$ cat src/rtl/line_fill_master.sv
// line_fill_master
//
// Fetches one 16-byte instruction-cache line (4 x 32-bit words) over AHB
// with a single 4-beat read burst and streams the returned words back to
// the cache.
//
// Build option:
//   LFM_WRAP_BURST_EN  defined   : critical-word-first. The burst starts at
//                                  miss_addr[3:2] and uses WRAP4.
//                      undefined : the burst always starts at word 0 and uses
//                                  INCR4.
//
// Ports:
//   clk, rstn             clock, synchronous active-low reset
//   miss_req, miss_addr   line fill request and miss byte address
//   miss_ack              request accepted (same-cycle pulse)
//   busy                  fill in progress; stays high through fill_done/fill_err
//   haddr, htrans, hburst,
//   hsize, hwrite         AHB master address-phase outputs (read only)
//   hready, hresp, hrdata AHB slave response
//   fill_valid, fill_idx,
//   fill_data             returned word and its index within the line
//   fill_done             last word of the line (with final fill_valid)
//   fill_err              fill aborted on an AHB ERROR response
module line_fill_master (
  input  logic        clk,
  input  logic        rstn,
  input  logic        miss_req,
  input  logic [31:0] miss_addr,
  output logic        miss_ack,
  output logic        busy,
  output logic [31:0] haddr,
  output logic [1:0]  htrans,
  output logic [2:0]  hburst,
  output logic [2:0]  hsize,
  output logic        hwrite,
  input  logic        hready,
  input  logic        hresp,
  input  logic [31:0] hrdata,
  output logic        fill_valid,
  output logic [1:0]  fill_idx,
  output logic [31:0] fill_data,
  output logic        fill_done,
  output logic        fill_err
);

  localparam logic [1:0] TransIdle   = 2'b00;
  localparam logic [1:0] TransNonseq = 2'b10;
  localparam logic [1:0] TransSeq    = 2'b11;

  typedef enum logic [2:0] {
    StIdle,
    StAddr,
    StBurst,
    StLast,
    StAbort
  } state_e;

  logic [1:0] start_word;
  logic       unused_addr_lsb;

`ifdef LFM_WRAP_BURST_EN
  localparam logic [2:0] BurstType = 3'b010;  // WRAP4
  assign start_word = miss_addr[3:2];
`else
  localparam logic [2:0] BurstType = 3'b011;  // INCR4
  assign start_word = 2'b00;
`endif

  // Byte offset bits never reach the bus; the line is always word-aligned.
  assign unused_addr_lsb = ^miss_addr[3:0];

  state_e      state_q;
  logic [27:0] line_q;   // miss_addr[31:4] of the fill in progress
  logic [1:0]  start_q;  // first word fetched
  logic [1:0]  acnt_q;   // beat number currently in the address phase
  logic [1:0]  dcnt_q;   // beat number currently in the data phase
  logic        dph_q;    // a data phase is outstanding on the bus

  assign hsize  = 3'b010;
  assign hwrite = 1'b0;

  // busy gates acceptance so a request arriving in the fill_done/fill_err
  // cycle waits one cycle, even though the FSM is already back in StIdle.
  assign miss_ack = rstn & (state_q == StIdle) & ~busy & miss_req;

  function automatic logic [31:0] beat_addr(input logic [27:0] line, input logic [1:0] word);
    return {line, word, 2'b00};
  endfunction

  always_ff @(posedge clk) begin
    if (!rstn) begin
      state_q    <= StIdle;
      line_q     <= '0;
      start_q    <= '0;
      acnt_q     <= '0;
      dcnt_q     <= '0;
      dph_q      <= 1'b0;
      haddr      <= '0;
      htrans     <= TransIdle;
      hburst     <= '0;
      busy       <= 1'b0;
      fill_valid <= 1'b0;
      fill_idx   <= '0;
      fill_data  <= '0;
      fill_done  <= 1'b0;
      fill_err   <= 1'b0;
    end else begin
      fill_valid <= 1'b0;
      fill_done  <= 1'b0;
      fill_err   <= 1'b0;

      unique case (state_q)
        StIdle: begin
          busy <= 1'b0;
          if (miss_ack) begin
            state_q <= StAddr;
            busy    <= 1'b1;
            line_q  <= miss_addr[31:4];
            start_q <= start_word;
            acnt_q  <= '0;
            dcnt_q  <= '0;
            dph_q   <= 1'b0;
            haddr   <= beat_addr(miss_addr[31:4], start_word);
            htrans  <= TransNonseq;
            hburst  <= BurstType;
          end
        end

        StAddr, StBurst: begin
          if (dph_q && hresp) begin
            // ERROR on the outstanding beat: drop the pending address phase.
            htrans <= TransIdle;
            if (hready) begin
              fill_err <= 1'b1;
              state_q  <= StIdle;
              dph_q    <= 1'b0;
              hburst   <= '0;
            end else begin
              state_q <= StAbort;
            end
          end else if (hready) begin
            if (dph_q) begin
              fill_valid <= 1'b1;
              fill_data  <= hrdata;
              fill_idx   <= start_q + dcnt_q;
              dcnt_q     <= dcnt_q + 2'd1;
            end
            // The address just accepted becomes the next data phase.
            dph_q <= 1'b1;
            if (acnt_q == 2'd3) begin
              state_q <= StLast;
              htrans  <= TransIdle;
            end else begin
              state_q <= StBurst;
              acnt_q  <= acnt_q + 2'd1;
              haddr   <= beat_addr(line_q, start_q + acnt_q + 2'd1);
              htrans  <= TransSeq;
            end
          end
        end

        StLast: begin
          // Only the final beat's data phase is left.
          if (hresp) begin
            if (hready) begin
              fill_err <= 1'b1;
              state_q  <= StIdle;
              dph_q    <= 1'b0;
              hburst   <= '0;
            end else begin
              state_q <= StAbort;
            end
          end else if (hready) begin
            fill_valid <= 1'b1;
            fill_data  <= hrdata;
            fill_idx   <= start_q + dcnt_q;
            fill_done  <= 1'b1;
            dcnt_q     <= '0;
            state_q    <= StIdle;
            dph_q      <= 1'b0;
            hburst     <= '0;
          end
        end

        StAbort: begin
          // Second cycle of the two-cycle ERROR response.
          if (hready) begin
            fill_err <= 1'b1;
            state_q  <= StIdle;
            dph_q    <= 1'b0;
            hburst   <= '0;
          end
        end

        default: begin
          state_q <= StIdle;
          htrans  <= TransIdle;
        end
      endcase
    end
  end

endmodule
$ cat config.mk
export PLATFORM = sky130hd
export DESIGN_NAME = line_fill_master
export DESIGN_NICKNAME = d
export VERILOG_FILES = /design/src/rtl/line_fill_master.sv
export SDC_FILE = /design/constraint.sdc
export NUM_CORES = 1
export LEC_CHECK = 0
export BUFFER_PORTS_ARGS = -buffer_cell sky130_fd_sc_hd__buf_2
export CAP_MARGIN = 20
export CORE_UTILIZATION = 51
export DETAILED_ROUTE_END_ITERATION = 10
export GPL_ROUTABILITY_DRIVEN = 0
export PLACE_DENSITY = 0.78
export SETUP_SLACK_MARGIN = 0.5
export SKIP_CTS_REPAIR_TIMING = 1
export SLEW_MARGIN = 10
export SYNTH_ARGS = -nofsm -noshare
export SYNTH_HDL_FRONTEND = slang
export SYNTH_SLANG_ARGS = --single-unit
$ cat constraint.sdc
create_clock -name clk -period 2.44 [get_ports clk]
set_clock_uncertainty 0.05 [all_clocks]
set_input_delay 0.366 -clock clk [delete_from_list [all_inputs] [get_ports clk]]
set_output_delay 0.366 -clock clk [all_outputs]
set_load 0.02 [all_outputs]
; Yosys cells after proc, flatten, opt, wreduce, memory -nomap -nowiden
; Index checks and enable logic that the tools add are counted.
[totals]
mem_bits_ro = 0
word_cells = 112
output_inout_bits = 80
regBits = 111
n_memories = 0
latch_bits = 0
ramBits = 0
in_bits = 69
[classes]
shifts = 0
eq_ne = 14
n_addsub = 2
mux = 60
multipliers = 0
div_mod_pow = 0
reduce_logical = 17
magnitude_cmp = 0
n_bitwise = 5
[ops]
columns = operator, count
row1 = 32-bit 2-to-1 mux, 9
row2 = 32-bit one-hot mux with 2 select lines, 2
row3 = 2-bit 2-to-1 mux, 18
row4 = 3-bit 2-to-1 mux, 9
row5 = "2-bit != test, second input constant", 8
row6 = 1-bit 2-to-1 mux, 13
row7 = 2-bit one-hot mux with 3 select lines, 2
row8 = 3-bit one-hot mux with 4 select lines, 1
row9 = 3-bit one-hot mux with 3 select lines, 1
row10 = 3-bit AND reduction, 3
row11 = 2-bit one-hot mux with 2 select lines, 2
row12 = 7-bit AND reduction, 1
row13 = "3-bit by 2-bit equality test with 1-bit output, second input constant", 2
row14 = 1-bit one-hot mux with 3 select lines, 2
row15 = 2-bit AND reduction, 3
row16 = 6-bit AND reduction, 1
row17 = 3-bit nonzero test, 2
row18 = 5-bit AND reduction, 1
row19 = "2-bit by 1-bit adder with 2-bit output, second input constant", 2
row20 = 2-bit nonzero test, 2
row21 = 2-bit OR reduction, 2
row22 = 1-bit AND, 3
row23 = "3-bit by 1-bit equality test with 1-bit output, second input constant", 1
row24 = "3-bit equality test, second input constant", 1
row25 = 6 further kinds, 7

; Depth between registers and ports, before layout
[depth]
ltp_word = 6
ltp_mapped = 10
ltp_nobuf = 5

; Least setup slack after synthesis
; Ideal clock, no wire load.
[synth_path]
kind = reg2out
from = reg state_q[1]
to = out miss_ack
path_stages_with_launch = 8
slack_ns = 0.624
n_path_buf = 4
arrival_ns = 1.400
t_required_ns = 2.024
cell_sequence = dfxtp_1 > buf_6 > or3_1 > buf_2 > or2_1 > buf_2 > clkinv_2 > buf_4
[synth_via]
elab_chain_len = 4
[synth_rtl]
columns = element, line_no
row1 = "start, declared", 73  ; state_e state_q;
row2 = "start signal, assigned", 93  ; state_q <= StIdle;
row3 = "start signal, assigned", 117  ; state_q <= StAddr;
row4 = "start signal, assigned", 136  ; state_q <= StIdle;
row5 = 3-bit logical NOT, 85  ; assign miss_ack = rstn & (state_q == StIdle) & ~busy & miss_req;
row6 = 1-bit AND (3 in series), 85
row7 = "end, declared", 30  ; output logic miss_ack,
; No other way between the ends.

; Worst setup path after layout
[layout_path]
from = reg state_q[2]
to = out miss_ack
; The elaborated chain is that of the path after synthesis.

==> flow_metrics.tcl <==
set metrics [dict create \
    status "completed" \
    hp-start "hrdata[13]" \
    holdWs_ns 0.200 \
    drtIter0Drc 177 \
    relSlewSlack 0.646 \
    clk_pin_slew_ns 0.09 \
    clock_path_buffers 2 \
    ys.flop_type "dfxtp_1" \
    endpoint_kind "output port" \
    place_area_um2 5240 \
    ios 149 \
    synth-compound-area-share 0.235 \
    yosysSeqAreaShare 0.462 \
    synth_top_area_frac 0.462 \
    start_util 0.524 \
    vias 3948 \
    area_growth_pct 20.8 \
    diodes 0 \
    grt_pass1_wl_mm 15.8 \
    finalSetupViolCount 0 \
    holdPathStages 3 \
    criticalPathCategory "reg -> out" \
    synthAdderAreaFrac 0.00495 \
    drc 0 \
    r2r-end "haddr[3]$_SDFFE_PN0P_" \
    grt_use_total 0.217 \
    post-route-period-util 0.809 \
    rsz0062_at_grt "yes" \
    num_rows 34 \
    fp.dieH_um 96.4 \
    syn_area_um2 4550 \
    synth_edf_count 0 \
    hold_end "fill_data[13]$_SDFFE_PN0P_" \
    cts_made_buffers 9 \
    htree_levels 3 \
    die_w_um 96.4 \
    synth-seq-cells 105 \
    worst_slack_ns 0.465 \
    max_clock_freq_ghz 0.506 \
    syn_avg_cell_area_um2 8.88 \
    r2r_cells 6 \
    drive_above_1_share 0.310 \
    rrSetupSlack_ns 0.61 \
    p_per_area_nw_per_um2 663 \
    crit_fanout 4 \
    grt_max_degree 55 \
    die_area_um2 9300 \
    drt-total-wl_mm 10.5 \
    core_um2 8680 \
    startpoint "state_q[2]$_SDFFE_PN0P_" \
    drv_cap 0 \
    hold_path_class "in -> reg" \
    grt_pass1_vias 3484 \
    synth_mux_area_frac 0.0638 \
    yosysWarnings 0 \
    wl_per_cell_um 14.1 \
    layout.nets 701 \
    antenna_found_initial 0 \
    dp_hpwl_mm 7.03 \
    min_period_ns 1.97 \
    synth_top_family_by_area "compound AO/OA/AOI/OAI gates" \
    synth.distinct_cells 44 \
    final_cell_area_um2 5490 \
    synthCells 512 \
    r2r_start "state_q[0]$_SDFFE_PN0P_" \
    cts-root-buf "clkbuf_8" \
    synthTopCellsByArea "dfxtp_1, nand2_1, a21boi_0" \
    clock_latency_ns 0.35 \
    arrival_ns 1.56 \
    vdd_drop_max_mv 0.434 \
    yosys.area_share.xor_xnor 0.00385 \
    critPathRequiredTime_ns 2.02 \
    startpoint_type "flop" \
    via_per_inst 5.31 \
    finalMaxSlewViolations 0 \
    ys_async_sr_fraction 0 \
    drt_pass1_iterations 4 \
    portBuffers 137 \
    p_leak_nw 2.36 \
    grt_overflow 0 \
    fin_cells 743 \
    placed_cells 721 \
    synthDominantAreaCellType "dfxtp_1" \
    worstMarginPinSlew_ns 0.526 \
    synth_simple_gate_area_frac 0.163 \
    place_ws_ns 0.383 \
    clock_sinks 105 \
    drtAntennaViolNets 0 \
    cts_tree "built" \
    finalHoldViolations 0 \
]
-- cell usage after synthesis (2+ instances only) --
cell and count:
a21boi_0 43, buf_6 3, a21oi_1 34, buf_2 14, a22o_1 3, a32oi_1 2, a221o_1 2, or3_1 2
nand2b_1 4, dfxtp_1 105, nor3b_1 5, nand2_1 133, mux2i_1 29, a21boi_2 20, and3_1 3, conb_1 2
nor3_1 2, clkbuf_1 20, nor2_1 9, o21ai_0 8, buf_4 11, and2_1 2, buf_1 3, and3b_1 2
o22ai_1 2, o31ai_1 28, nor2b_1 4
-- through the flow --
| stage | utilization | TNS [ns] | total power [W] |
|---|---|---|---|
| 6_report | 0.633 | 0 | 0.00364 |
| 5_1_grt | 0.633 | 0 | 0.00382 |
| 4_1_cts | 0.622 | -0.0155 | 0.00364 |
| 3_5_place_dp | 0.603 | 0 | 0.00271 |
| 3_3_place_gp | 0.603 | 0 | 0.00269 |
| 2_1_floorplan | - | 0 | 0.00247 |
-- worst max path at each step --
stage	end	slack, ns
finish	miss_ack	0.47
global route	miss_ack	0.42
CTS	miss_ack	-0.02
detailed placement	miss_ack	0.38
global placement	miss_ack	0.37
floorplan	miss_ack	0.62
-- critical path: stages (launching register included) --
cell and delay [ns]:
dfxtp_2 0.33, or3_4 0.40, or2_4 0.30, clkinv_8 0.06, buf_6 0.10
-- flip-flops by register name, summed over array words and instances, names as in the netlist, 2 cells and up --
| register | count |
|---|---|
| fill_data | 32 |
| haddr | 29 |
| line_q | 28 |
| state_q | 3 |
| dcnt_q | 2 |
| fill_idx | 2 |
| htrans | 2 |
-- logic make-up (layout without fill, tap and decap cells) --
family                     count (synthesis)  after routing
AOI/OAI and AO/OA                        145            145
xor gates and xnor gates                   2              2
adders and majority gates                  2              2
buffers and inverters                     54            172
DFF                                      105            105
muxes                                     29             29
other                                      2              7
and+or+nand+nor                          173            173
-- layer usage --
layer | vias to the layer above | GRT usage | routed length [µm]
met5 | - | 0 | 0
met4 | 0 | 0.0735 | 107
met2 | 160 | 0.382 | 5010
met3 | 11 | 0.0603 | 994
li1 | 1970 | - | -
met1 | 1807 | 0.254 | 4350
-- where the power goes --
part / switching [W] / internal (W)
logic: 0.000478 / 0.000331
clock network: 0.000549 / 0.000392
registers: 0.0000646 / 0.00183
-- cells in the final DEF, fill, tap and decap left out, types with 2 or more instances in the layout --
cell type	synthesis	layout
and2_1	2	2
a21oi_1	34	34
conb_1	2	7
o31ai_1	28	28
and3_1	3	3
a221o_1	2	2
nor2b_1	4	4
a22o_1	3	3
clkinv_2	1	3
buf_12	0	3
buf_2	14	136
clkbuf_8	0	10
mux2i_1	29	29
nand2b_1	4	4
nor3_1	2	2
o21ai_0	8	8
o22ai_1	2	2
dfxtp_1	105	103
a21boi_2	20	20
nor2_1	9	7
buf_4	11	13
a32oi_1	2	2
and3b_1	2	2
a21boi_0	43	43
nor3b_1	5	5
clkbuf_1	20	2
nand2_1	133	133
-- layout make-up --
type / instances / area [µm²]
timing repair buffer: 154 / 865
fill: 735 / 3190
timing repair inverter: 1 / 5.00
tap: 108 / 135
sequential: 105 / 2110
inverter: 2 / 20.0
clock buffer: 12 / 145
clock inverter: 3 / 17.5
multi-input combinational: 358 / 2200
No activity file was read; power rests on OpenSTA's default activity.
